===== src/rtl/serial_addsub_ctrl.sv =====
// Bit-serial add/subtract sequencer: operands are fed LSB-first through one shared
// full-adder cell, with the inter-bit carry held in a flop between clocks.

module serial_addsub_fa (
    input  logic i_a,
    input  logic i_b,
    input  logic i_c,
    output logic o_s,
    output logic o_c
);
    assign o_s = i_a ^ i_b ^ i_c;
    assign o_c = (i_a & i_b) | (i_c & (i_a ^ i_b));
endmodule

// Handshake: i_start is sampled only while idle (o_busy=0); once accepted, o_busy stays
// high until the cycle after the single-cycle o_done pulse, and starts seen meanwhile are dropped.
module serial_addsub_ctrl #(
    parameter int WIDTH = 8
) (
    input  logic             i_clk,
    input  logic             i_rst_n,
    input  logic             i_start,
    input  logic             i_mode,
    input  logic [WIDTH-1:0] i_a,
    input  logic [WIDTH-1:0] i_b,
    output logic             o_busy,
    output logic             o_done,
    output logic [WIDTH-1:0] o_result,
    output logic             o_carry,
    output logic             o_overflow,
    output logic [1:0]       o_state
);
    localparam int CW = $clog2(WIDTH);

    localparam logic [1:0] S_IDLE = 2'd0;
    localparam logic [1:0] S_RUN  = 2'd1;
    localparam logic [1:0] S_DONE = 2'd2;

    localparam logic [CW-1:0] LAST_BIT = CW'(WIDTH - 1);

    logic [1:0]       r_state;
    logic [WIDTH-1:0] r_sh_a;
    logic [WIDTH-1:0] r_sh_b;
    logic [WIDTH-1:0] r_res;
    logic             r_carry;
    logic [CW-1:0]    r_cnt;
    logic [WIDTH-1:0] r_result;
    logic             r_carry_out;
    logic             r_overflow;

    logic             w_sum;
    logic             w_cout;

    serial_addsub_fa u_fa (
        .i_a (r_sh_a[0]),
        .i_b (r_sh_b[0]),
        .i_c (r_carry),
        .o_s (w_sum),
        .o_c (w_cout)
    );

    always_ff @(posedge i_clk or negedge i_rst_n) begin
        if (!i_rst_n) begin
            r_state     <= S_IDLE;
            r_sh_a      <= '0;
            r_sh_b      <= '0;
            r_res       <= '0;
            r_carry     <= 1'b0;
            r_cnt       <= '0;
            r_result    <= '0;
            r_carry_out <= 1'b0;
            r_overflow  <= 1'b0;
        end else begin
            case (r_state)
                S_IDLE: begin
                    if (i_start) begin
                        // Subtraction is A + ~B + 1: invert B here and seed the carry with 1.
                        r_sh_a  <= i_a;
                        r_sh_b  <= i_b ^ {WIDTH{i_mode}};
                        r_carry <= i_mode;
                        r_cnt   <= '0;
                        r_res   <= '0;
                        r_state <= S_RUN;
                    end
                end
                S_RUN: begin
                    r_res   <= {w_sum, r_res[WIDTH-1:1]};
                    r_sh_a  <= r_sh_a >> 1;
                    r_sh_b  <= r_sh_b >> 1;
                    r_carry <= w_cout;
                    r_cnt   <= r_cnt + 1'b1;
                    if (r_cnt == LAST_BIT) begin
                        // r_carry still holds the carry into the MSB on this edge.
                        r_result    <= {w_sum, r_res[WIDTH-1:1]};
                        r_carry_out <= w_cout;
                        r_overflow  <= r_carry ^ w_cout;
                        r_state     <= S_DONE;
                    end
                end
                S_DONE: begin
                    r_state <= S_IDLE;
                end
                default: begin
                    r_state <= S_IDLE;
                end
            endcase
        end
    end

    assign o_busy     = (r_state != S_IDLE);
    assign o_done     = (r_state == S_DONE);
    assign o_result   = r_result;
    assign o_carry    = r_carry_out;
    assign o_overflow = r_overflow;
    assign o_state    = r_state;
endmodule

===== config.mk =====
export PLATFORM = sky130hd
export DESIGN_NAME = serial_addsub_ctrl
export DESIGN_NICKNAME = d
export VERILOG_FILES = /design/src/rtl/serial_addsub_ctrl.sv
export SDC_FILE = /design/constraint.sdc
export NUM_CORES = 1
export LEC_CHECK = 0
export CAP_MARGIN = 20
export CORE_ASPECT_RATIO = 1.25
export CORE_MARGIN = 2
export CORE_UTILIZATION = 46
export DETAILED_ROUTE_END_ITERATION = 6
export HOLD_SLACK_MARGIN = 0.02
export MAX_ROUTING_LAYER = met4
export PLACE_DENSITY = 0.8
export SETUP_SLACK_MARGIN = 0.05
export SLEW_MARGIN = 5
export SYNTH_ARGS = -nofsm -noshare
export SYNTH_HDL_FRONTEND = slang
export SYNTH_SLANG_ARGS = --single-unit

===== constraint.sdc =====
create_clock -name i_clk -period 1.4 [get_ports i_clk]
set_input_delay 0.28 -clock i_clk [delete_from_list [all_inputs] [get_ports i_clk]]
set_output_delay 0.28 -clock i_clk [all_outputs]
set_load 0.05 [all_outputs]

==> results by group <==
Die
  – # IOs: 34
  – Die H: 73.4 µm
  – Core ar.: 3750 µm²
  – Die area: 4370 µm²
  – # rows: 25
  – Initial core utilization: 0.472
  – Die Width: 59.5 µm

STA
  – Crit path time final: 1.44 ns
  – Hold Vio Cnt, Final: 0
  – Setup violation total in the final timing report: 3
  – RSZ-0062 raised after global routing: yes
  – Slew headroom: 0.688
  – Final Max Slew Viols: 0
  – Clk_skew: 0.00613 ns
  – Worst-Margin Slew: 0.468 ns
  – Setup TNS: -0.0562 ns
  – Final WS setup: -0.0403 ns
  – Post-route clock period utilization: 1.03
  – Max Clock Freq: 694 MHz

Placed design
  – Placed cell areas: 2330 µm²
  – Dpl hpwl: 2.62 mm
  – Place WS: -0.240 ns
  – Placer Congestion: 0.759
  – PortBufs: 33

Synthesis
  – Post-synth cell types: 25
  – Post-Syn Instances: 141
  – Seq/Total Area, Yosys: 0.550
  – Synthesized cell area: 1770 µm²
  – Post-Syn Area per Cell: 12.6 µm²
  – Synth Register Bits: 39
  – Net Count, Synth: 164
  – Yosys warns: 0

Route
  – DRT iter0 DRCs: 32
  – Final WL: 4.00 mm
  – Routed via count: 1309
  – Final ANT Viol Nets: 0
  – # DRC: 0
  – Via-to-Cell Ratio: 5.57
  – Routed length per instance: 17.0 µm
  – Drt pass-1 iters: 4

Layout
  – Area Overhead vs Synth: 45.2%
  – Register Area: 978 µm²
  – Commonest non-fill, non-tap cell in the layout: dfrtp_1
  – Design area: 2570 µm²
  – Final net count: 217
  – Most frequent cells in the layout: dfrtp_1, nand2_1, clkdlybuf4s50_1, buf_12, buf_4
  – Fillcell total: 262
  – Multi-input logic area: 783 µm²
  – Post-layout util: 0.686
  – Layout cells sized above 1: 0.333
  – N_diodes: 0

Hold path
  – HP Class: in -> async

Global route
  – Largest net degree at the start of global routing: 23
  – Initial antenna violation count: 0
  – Overflow after GRT: 0
  – Vias in the first global route: 1344
  – Gr usage total: 0.203
  – First-pass GRT wire length: 6.29 mm

Setup path
  – Crit path max-delay family: flip-flops
  – Reg-to-reg startpoint: r_carry
  – RR Endpoint: o_overflow
  – Crit path launch type: register
  – CP Max Fanout: 5
  – R2R cell count: 3
  – Critical path class: reg -> out
  – Crit path largest cell delay: 0.47 ns
  – CP Capture Type: output port
  – Cell-by-cell trace of the critical path: buf_6, nor2b_4, buf_12
  – Critical path required time: 1.12 ns
  – Crit. Startpoint: o_state[0]
  – Slowest cell on crit path: dfrtp_2
  – Critical path arrival: 1.16 ns
  – CP Buf/Inv Count: 2
  – Worst path depth: 3
  – Reg-to-reg slack, setup: 0 ns

Power and ir drop
  – Pwr dens: 2160 nW/µm²
  – VDD IR max: 1.05 mV
  – P_leak: 1.16 nW

Clocking
  – Clk_lat worst skew: 0.29 ns
  – Reg clk slew, reported paths: 0.07 ns
  – Clock root cell: clkbuf_8
  – H-tree Lvls: 2
  – Total CTS buffers: 5
  – Clk sinks: 39
  – CTS tree: built
  – CTS Buffer Depth: 2

Status
  – Status: complete, but fails checks
  – Failing checks: setup timing

Flow run
  – Max Cap Violations: 0
cell usage after synthesis:
| master | n | area share |
|---|---|---|
| o21ai_0 | 10 | 0.028 |
| and2b_2 | 1 | 0.0049 |
| fa_1 | 1 | 0.011 |
| nand2_1 | 18 | 0.038 |
| dfrtp_1 | 39 | 0.55 |
| ha_1 | 2 | 0.014 |
| nand3b_2 | 1 | 0.0064 |
| mux2_4 | 7 | 0.059 |
| a22o_1 | 9 | 0.044 |
| inv_1 | 2 | 0.0042 |
| and2b_1 | 1 | 0.0042 |
| o211ai_1 | 7 | 0.030 |
| clkbuf_1 | 1 | 0.0021 |
| a21oi_1 | 2 | 0.0056 |
| nand3b_1 | 6 | 0.025 |
| a22oi_1 | 8 | 0.034 |
| nor2b_1 | 1 | 0.0035 |
| buf_2 | 3 | 0.0085 |
| nor3b_1 | 1 | 0.0042 |
| nor2_2 | 1 | 0.0035 |
| buf_6 | 6 | 0.038 |
| xnor2_1 | 9 | 0.044 |
| o21bai_4 | 1 | 0.011 |
| mux2_2 | 3 | 0.019 |
| a32o_1 | 1 | 0.0056 |
flip-flops by register name, indices dropped and copies added (netlist names):
signal	cells
o_result	8
r_sh_b	8
r_cnt	3
o_carry	1
o_state	2
r_res	7
o_overflow	1
r_carry	1
r_sh_a	8
final cells by class:
class | count | share of cell area
Sequential cell | 39 | 0.380
Multi-Input combinational cell | 92 | 0.304
Timing Repair Buffer | 54 | 0.262
Clock buffer | 7 | 0.0297
Tap cell | 40 | 0.0194
Inverter | 2 | 0.00292
Clock inverter | 1 | 0.00194
metal layers:
layer,track usage,wire length [µm]
met1,0.243,1580
met2,0.324,2130
met3,0.0616,216
met4,0.0716,66
met5,-,0
through the flow:
| stage | hold slack, ns | std cells | power, mW |
|---|---|---|---|
| floorplan | -0.0156 | 141 | 3.50 |
| global placement | 0.241 | 213 | 4.37 |
| detailed placement | 0.255 | 213 | 4.52 |
| CTS | 0.479 | 233 | 5.48 |
| global route | 0.502 | 235 | 5.85 |
| finish | 0.472 | 235 | 5.56 |
worst max path at each step:
stage	slack (ns)	end
finish	-0.04	o_done
global route	-0.07	o_overflow
CTS	-0.04	o_done
detailed placement	-0.24	r_sh_a[4]
global placement	-0.14	r_sh_a[6]
floorplan	-0.02	o_done
repair_timing:
action	CTS	global route
hold endpoints to repair	17	0
pin swaps	2	0
setup buffers	9	2
hold buffers	1	0
setup endpoints to repair	21	30
gates resized for setup	7	5
cloned	2	0
report_power, final:
part / switching [mW] / leakage, nW / internal (mW)
registers: 0.413 / 0.506 / 1.58
logic: 1.31 / 0.615 / 1.55
clock network: 0.358 / 0.0422 / 0.349
cells by family (layout without fill, tap and decap cells):
family,count (synthesis),in the layout,share of synthesized area
mux,10,10,0.0783
compound gates,38,39,0.158
fa+ha+maj,3,3,0.0254
xor+xnor,9,9,0.0445
buf+inv,12,64,0.0529
simple gates,30,31,0.0903
flops,39,39,0.550
(Power assumes the default switching activity.)
